`config.mk`:
```
export PLATFORM = sky130hd
export DESIGN_NAME = tt_capture_sweep
export DESIGN_NICKNAME = d
export VERILOG_FILES = /design/src/rtl/tt_capture_sweep.sv
export SDC_FILE = /design/constraint.sdc
export NUM_CORES = 1
export LEC_CHECK = 0
export ABC_CLOCK_PERIOD_IN_PS = 3700
export BUFFER_PORTS_ARGS = -buffer_cell sky130_fd_sc_hd__buf_4
export CELL_PAD_IN_SITES_DETAIL_PLACEMENT = 0
export CELL_PAD_IN_SITES_GLOBAL_PLACEMENT = 1
export CORE_UTILIZATION = 53
export DETAILED_ROUTE_END_ITERATION = 7
export PLACE_DENSITY = 0.9
export SYNTH_ARGS = -nofsm -noshare
export SYNTH_HDL_FRONTEND = slang
export SYNTH_SLANG_ARGS = --single-unit
```
`constraint.sdc`:
```
create_clock -name clk -period 3.7 [get_ports clk]
set_input_delay 0.74 -clock clk [delete_from_list [all_inputs] [get_ports clk]]
set_output_delay 0.74 -clock clk [all_outputs]
set_load 0.1 [all_outputs]
```
`src/rtl/tt_capture_sweep.sv`:
```
// Sweeps all 128 input vectors of an external 7-input function, captures its truth
// table and streams it out as four 32-bit words (word 3 first), with an onset count.
module tt_capture_sweep #(
   parameter int unsigned SETTLE = 1
) (
   input  logic        clk,
   input  logic        rst_n,
   input  logic        start,
   output logic [6:0]  x,
   input  logic        f_in,
   output logic        busy,
   output logic        tt_valid,
   input  logic        tt_ready,
   output logic [31:0] tt_data,
   output logic [1:0]  tt_index,
   output logic        tt_last,
   output logic        done,
   output logic [7:0]  ones_count,
   output logic [1:0]  dbg_state_o
);

   typedef enum logic [1:0] {S_IDLE, S_SWEEP, S_EMIT, S_DONE} state_t;

   localparam logic [3:0] SETTLE_C = 4'(SETTLE);

   // Handshake: a word moves on any rising edge where tt_valid && tt_ready; while
   // tt_ready is low, tt_valid, tt_data and tt_index are held unchanged.

   state_t         state_q, state_d;
   logic [6:0]     idx_q, idx_d;
   logic [3:0]     cnt_q, cnt_d;
   logic [127:0]   table_q, table_d;
   logic [7:0]     ones_q, ones_d;
   logic [1:0]     w_q, w_d;

   always_ff @(posedge clk or negedge rst_n) begin
      if (!rst_n) begin
         state_q <= S_IDLE;
         idx_q   <= 7'd0;
         cnt_q   <= 4'd0;
         table_q <= 128'd0;
         ones_q  <= 8'd0;
         w_q     <= 2'd3;
      end else begin
         state_q <= state_d;
         idx_q   <= idx_d;
         cnt_q   <= cnt_d;
         table_q <= table_d;
         ones_q  <= ones_d;
         w_q     <= w_d;
      end
   end

   always_comb begin
      state_d = state_q;
      idx_d   = idx_q;
      cnt_d   = cnt_q;
      table_d = table_q;
      ones_d  = ones_q;
      w_d     = w_q;
      case (state_q)
         S_IDLE: begin
            if (start) begin
               idx_d   = 7'd0;
               cnt_d   = SETTLE_C;
               ones_d  = 8'd0;
               state_d = S_SWEEP;
            end
         end
         S_SWEEP: begin
            if (cnt_q != 4'd0) begin
               cnt_d = cnt_q - 4'd1;
            end else begin
               table_d[idx_q] = f_in;
               ones_d         = ones_q + {7'd0, f_in};
               if (idx_q == 7'd127) begin
                  w_d     = 2'd3;
                  state_d = S_EMIT;
               end else begin
                  idx_d = idx_q + 7'd1;
                  cnt_d = SETTLE_C;
               end
            end
         end
         S_EMIT: begin
            if (tt_ready) begin
               if (w_q == 2'd0) state_d = S_DONE;
               else             w_d     = w_q - 2'd1;
            end
         end
         S_DONE: begin
            // x returns to 0 and the word pointer rearms for the next sweep
            idx_d   = 7'd0;
            w_d     = 2'd3;
            state_d = S_IDLE;
         end
         default: state_d = S_IDLE;
      endcase
   end

   assign x           = idx_q;
   assign busy        = (state_q == S_SWEEP) || (state_q == S_EMIT);
   assign tt_valid    = (state_q == S_EMIT);
   assign tt_data     = tt_valid ? table_q[{w_q, 5'd0} +: 32] : 32'd0;
   assign tt_index    = w_q;
   assign tt_last     = tt_valid && (w_q == 2'd0);
   assign done        = (state_q == S_DONE);
   assign ones_count  = ones_q;
   assign dbg_state_o = state_q;

endmodule

```
* Yosys cells after proc, flatten, opt, wreduce, memory -nomap -nowiden
Index checks and enable logic that the tools add are counted. Widths: inputs -> output; s select.
Storage, ports and cells: flip-flop bits (word level) 151, bits in latches 0, RAM bits 0, bits in read-only memories 0, input bits 5, output and inout port bits 55, logic and storage cells 67, memories kept 0
Cells by class: add/sub/neg operators 4, multiply operators 0, divide/modulo/power cells 0, order comparisons 2, equal/unequal tests 12, shift-type cells 1, multiplexer cells 26, bitwise logic cells 1, reductions and logical operators 15
Operators by type and width (number):
- $bwmux 128 | 1
- $shiftx 128x8->32 | 1
- $mux 32 | 1
- $mux 7 | 3
- $pmux 7 s3 | 1
- $mux 2 | 9
- $mux 8 | 2
- $pmux 8 s2 | 1
- $mux 4 | 3
- $ne 2x2->1 const B | 5
- $reduce_and 5->1 | 2
- $add 8x1->8 | 1
- $lt 7x8->1 const B | 1
- $pmux 2 s4 | 1
- $pmux 4 s2 | 1
- $add 7x1->7 const B | 1
- $demux 1 s7 | 1
- $eq 7x7->1 const B | 1
- $ge 7x1->1 const B | 1
- $pmux 2 s3 | 1
- $reduce_and 3->1 | 2
- $reduce_bool 3->1 | 2
- $eq 2x2->1 const B | 2
- $logic_not 2->1 | 2
- 13 further kinds | 15

* Longest topological paths before layout
depth in word-level cells 5, mapped depth 9, depth with buffers taken out 6

* Worst setup path after synthesis
No wires, ideal clock.
path kind reg2out, start register state_q[1] (netlist: dbg_state_o[1]), end output port tt_data[10], arrival time 3.274 ns, required time 2.960 ns, setup slack -0.314 ns, stages on the path, launching flop included 5, buffers on the path 2, cells stage by stage dfrtp_1 -> ha_1 -> clkbuf_1 -> clkbuf_1 -> and2_1
Between the ends: longest elaborated chain between the ends 2
RTL lines:
- start: declaration | line 29 | state_t state_q, state_d;
- start signal: assignment | line 45 | state_q <= state_d;
- $eq 2x2->1 | line 103 | assign tt_valid = (state_q == S_EMIT);
- named net tt_valid | line 12 | output logic tt_valid,
- $mux 32 | line 104 | assign tt_data = tt_valid ? table_q[{w_q, 5'd0} +: 32] : 32'd0;
- end: declaration | line 14 | output logic [31:0] tt_data,
The timed path passes the listed nets, and every way through them passes these cells.

* Final worst setup path
start register w_q[0] (netlist: tt_index[0]), end output port tt_data[7]
Between the ends: longest elaborated chain between the ends 2
RTL lines:
- start: declaration | line 34 | logic [1:0] w_q, w_d;
- start signal: assignment | line 50 | w_q <= w_d;
- $shiftx 128x8->32 | line 104
- $mux 32 | line 104
Every way passes these cells.

==> impl_metrics.csv <==
group,metric,value,unit
global_routing,grt_start_max_net_pins,129,
timing,highest_clock_rate,0.302,GHz
cts,clkSinkCount,151,
critical_path,worst_path_most_repeated_cell,"sky130_fd_sc_hd__buf_4",
critical_path,crit_path_max_incr_delay,0.83,ns
critical_path,timing.reg2reg.worst_path_depth,6,
synth,synth_xor_xnor_area_share,0.00332,
synth,synthDistinctLibCells,47,
critical_path,cp.required,2.96,ns
critical_path,startpoint_type,"register",
placement,finalWeightedCongestion,0.780,
global_routing,grt_pass1_vias,5683,
layout,num-nets-final,752,
synth,synth.largest_area_cell,"sky130_fd_sc_hd__dfrtp_1",
timing,timing.final.hold_violations,0,
critical_path,rr_endpoint,"table_q[38]",
timing,final_max_slew_viol_count,0,
global_routing,global_route.overflow_total,0,
placement,detailed_place.area,8540,um^2
detailed_routing,wl_per_cell,18.8,um
detailed_routing,drc,0,
timing,worst_slew_pin_slew,1.12,ns
cts,clock_tree.root_cell,"sky130_fd_sc_hd__clkbuf_16",
floorplanning,die_h,124,um
synth,synthesis.yosys.warnings,0,
global_routing,number_of_antenna_violations_at_the_first_check_in_global_routing,0,
min_path,min-delay-path-class,"input port to asynchronous set/reset pin",
floorplanning,floorplan.die.width,124,um
critical_path,crit_chain,"buf_4, mux4_2, and2_2, buf_4",
critical_path,crit_arrival,2.57,ns
synth,synth-compound-area-share,0.0353,
pwr,power.internal,3.09,mW
critical_path,timing.critical_path.to_type,"output pin",
layout,antenna_cells,0,
detailed_routing,via_per_inst,5.86,
pwr,power.clock.fraction,0.458,
cts,num_cts_buffers,17,
floorplanning,placement_rows,44,
pwr,max-vdd-ir-drop,445,uV
placement,post-place-ws,0.815,ns
global_routing,global_route.usage.total,0.256,
synth,synth_nets,709,
detailed_routing,drt_wl_total,17500,um
layout,post-route-cell-area,9200,um^2
pwr,sequentialPowerShare,0.430,
cts,holdBufCountCts,0,
critical_path,cp_max_fo,12,
synth,synth.top_cell.area_share,0.472,
global_routing,grt_first_pass_wirelength,29400,um
layout,fraction_of_final_layout_cells_sized_beyond_drive_strength_1,0.374,
cts,post_cts.repair.setup_buffers,0,
timing,fin_setup_tns,0,ns
timing,slew-limit-headroom,0.253,
pwr,combPwrFrac,0.113,
pwr,netSwitchingPower,1.08,mW
pwr,total_leakage_power,4.04,nW
pwr,power.density,454,nW/um^2
critical_path,slowest_cell_on_the_critical_path,"sky130_fd_sc_hd__dfstp_2",
synth,synth.mux.area_fraction,0.281,
timing,grt_setup_unrepaired,"no",
synth,adder_cell_area_share_of_the_yosys_netlist,0.0174,
timing,final.setup.worst_slack,0.389,ns
critical_path,path_class,"register to output pin",
cts,post_cts.resized_instances,0,
synth,synthesis.area_per_instance,11.4,um^2
synth,post_synth_inst_count,693,
critical_path,worstPathBufferInverterCount,2,
floorplanning,die_area,15400,um^2
synth,mappedNetlistArea,7910,um^2
detailed_routing,antenna_violating_nets_post_route,0,
detailed_routing,via_count,5460,
critical_path,crit_family,"flip-flops",
synth,synth_seq_area_share,0.478,
layout,flow.area_growth_from_synthesis,16.3,%
synth,synth_top_cells_by_area,"sky130_fd_sc_hd__dfrtp_1 (47%), sky130_fd_sc_hd__mux2_2 (16%), sky130_fd_sc_hd__mux4_2 (9.1%)",
detailed_routing,dr.pass1.iters,4,
synth,synth_top_family_by_area,"multiplexers",
cts,clkTransAtPathRegs,0.06,ns
critical_path,reg_to_reg_critical_path_startpoint,"dbg_state_o[1]",
placement,port_buffers,59,
floorplanning,core_area,14500,um^2
synth,seq_cells_post_synth,151,
timing,part_of_the_cycle_the_worst_path_needs,0.895,
timing,worst_clock_skew,0.00844,ns
cts,tritoncts_clock_tree,"built",
floorplanning,initial_utilization,0.544,
pwr,swShare,0.259,
floorplanning,num_io_pins,60,
detailed_routing,detailedRoute.firstIterationViolations,417,
placement,detailed_place_hpwl,11400,um
critical_path,r2r_setup_slack,1.13,ns
outcome,status,"complete, no violations",
timing,layout_min_cycle_time,3.31,ns
cts,clock_tree.htree_level_count,4,
job,timing.max_cap.violations,0,
timing,final-setup-viol-count,0,
synth,share_of_synthesized_cell_area_in_and_or_nand_and_nor_gates,0.156,
cts,cts-root-to-sink-buffers,2,
cts,worst_skew_late_latency,0.43,ns
==> routing by layer <==
metal | global-route usage | share of wire | up-vias
met3 | 0.0540 | 0.040 | 29
met2 | 0.418 | 0.51 | 110
met4 | 0.118 | 0.023 | 0
met5 | 0 | 0 | -
li1 | - | - | 2516
met1 | 0.326 | 0.43 | 2805
==> cell type report <==
type                       count  area (um^2)
multi-input combinational    485         3930
clock inverter                11          198
clock buffer                  20          457
inverter                       9         33.8
sequential                   151         3780
tap                          184          230
fill                        1148         5340
timing repair buffer          72          569
==> power by group through the flow <==
stage	registers [mW]	logic, mW	clock network, mW
after global placement	1.82	0.463	0
after floorplan	2.03	0.137	0
after detailed placement	1.82	0.474	0
after global routing	1.80	0.504	2.00
after CTS	1.79	0.475	1.93
final	1.79	0.470	1.91
==> worst max-delay path by stage <==
stage | slack (ns) | to | start | depth (start not counted)
6_report | 0.39 | tt_data[7] | tt_index[0] | 4
4_1_cts | 0.36 | tt_data[7] | tt_index[0] | 4
5_1_grt | 0.26 | tt_data[28] | tt_index[0] | 4
2_1_floorplan | 0.17 | tt_data[0] | dbg_state_o[1] | 3
3_3_place_gp | 0.83 | tt_data[2] | tt_index[0] | 4
3_5_place_dp | 0.82 | tt_data[7] | tt_index[0] | 4
==> per-stage QoR <==
step | total power [mW] | utilization | std cells | hold WS (ns)
CTS | 4.19 | 0.633 | 932 | 0.409
finish | 4.17 | 0.633 | 932 | 0.367
floorplan | 2.16 | - | 693 | 0.444
global route | 4.31 | 0.633 | 932 | 0.436
detailed placement | 2.30 | 0.588 | 901 | 0.476
global placement | 2.28 | 0.588 | 901 | 0.465
==> worst register-to-register path: cells and delay by family, from the launching register on <==
family	cells	cell delay, ns
flops	1	0.44
mux	1	0.37
fa+ha+maj	1	0.21
simple gates	3	1.31
buf+inv	1	0.12
==> cell usage after synthesis, drive strengths merged <==
cell       n
o221ai     2
a31oi      3
o31ai      3
xnor2      3
dfstp      2
a31o       2
nand4bb    1
nand2b     7
inv        9
and4       2
and4bb     1
or3        1
a21o       1
a221o      1
nand4      5
and3       1
ha        11
a41oi      1
mux2i      2
o41ai      1
a22o       3
and2      36
clkbuf    36
nand3      4
nor2b      7
nor3       8
a22oi      1
mux2     131
or2        1
or3b       1
nor4       5
a21oi      9
nor2      69
dfrtp    149
or4        4
buf       12
a211oi     4
nand2    112
mux4      32
o22ai      1
o21ai      9
==> state kept, by name, summed over array words and instances (netlist names) <==
name         cells
ones_count       8
cnt_q            4
x                7
table_q        128
tt_index         2
dbg_state_o      2
==> cell usage in the layout, fill, tap and decap left out, types with 7 or more instances in the layout <==
| master | instances |
|---|---|
| sky130_fd_sc_hd__and2_2 | 20 |
| sky130_fd_sc_hd__o21ai_0 | 9 |
| sky130_fd_sc_hd__a21oi_1 | 9 |
| sky130_fd_sc_hd__nor2b_1 | 7 |
| sky130_fd_sc_hd__nand2b_1 | 7 |
| sky130_fd_sc_hd__nand2_1 | 112 |
| sky130_fd_sc_hd__mux2_2 | 112 |
| sky130_fd_sc_hd__clkbuf_16 | 17 |
| sky130_fd_sc_hd__ha_1 | 10 |
| sky130_fd_sc_hd__mux4_2 | 32 |
| sky130_fd_sc_hd__nor3_1 | 8 |
| sky130_fd_sc_hd__buf_4 | 69 |
| sky130_fd_sc_hd__dfrtp_1 | 149 |
| sky130_fd_sc_hd__mux2_1 | 18 |
| sky130_fd_sc_hd__nor2_1 | 69 |
| sky130_fd_sc_hd__and2_1 | 14 |
| sky130_fd_sc_hd__inv_1 | 8 |
==> kinds of logic after synthesis <==
group | Yosys count
buffers and inverters | 57
AO/OA/AOI/OAI | 41
adder cells (fa/ha/maj) | 11
AND/OR/NAND/NOR | 265
multiplexers | 165
XOR/XNOR | 3
flip-flops | 151
No activity file was read; power rests on OpenSTA's default activity.
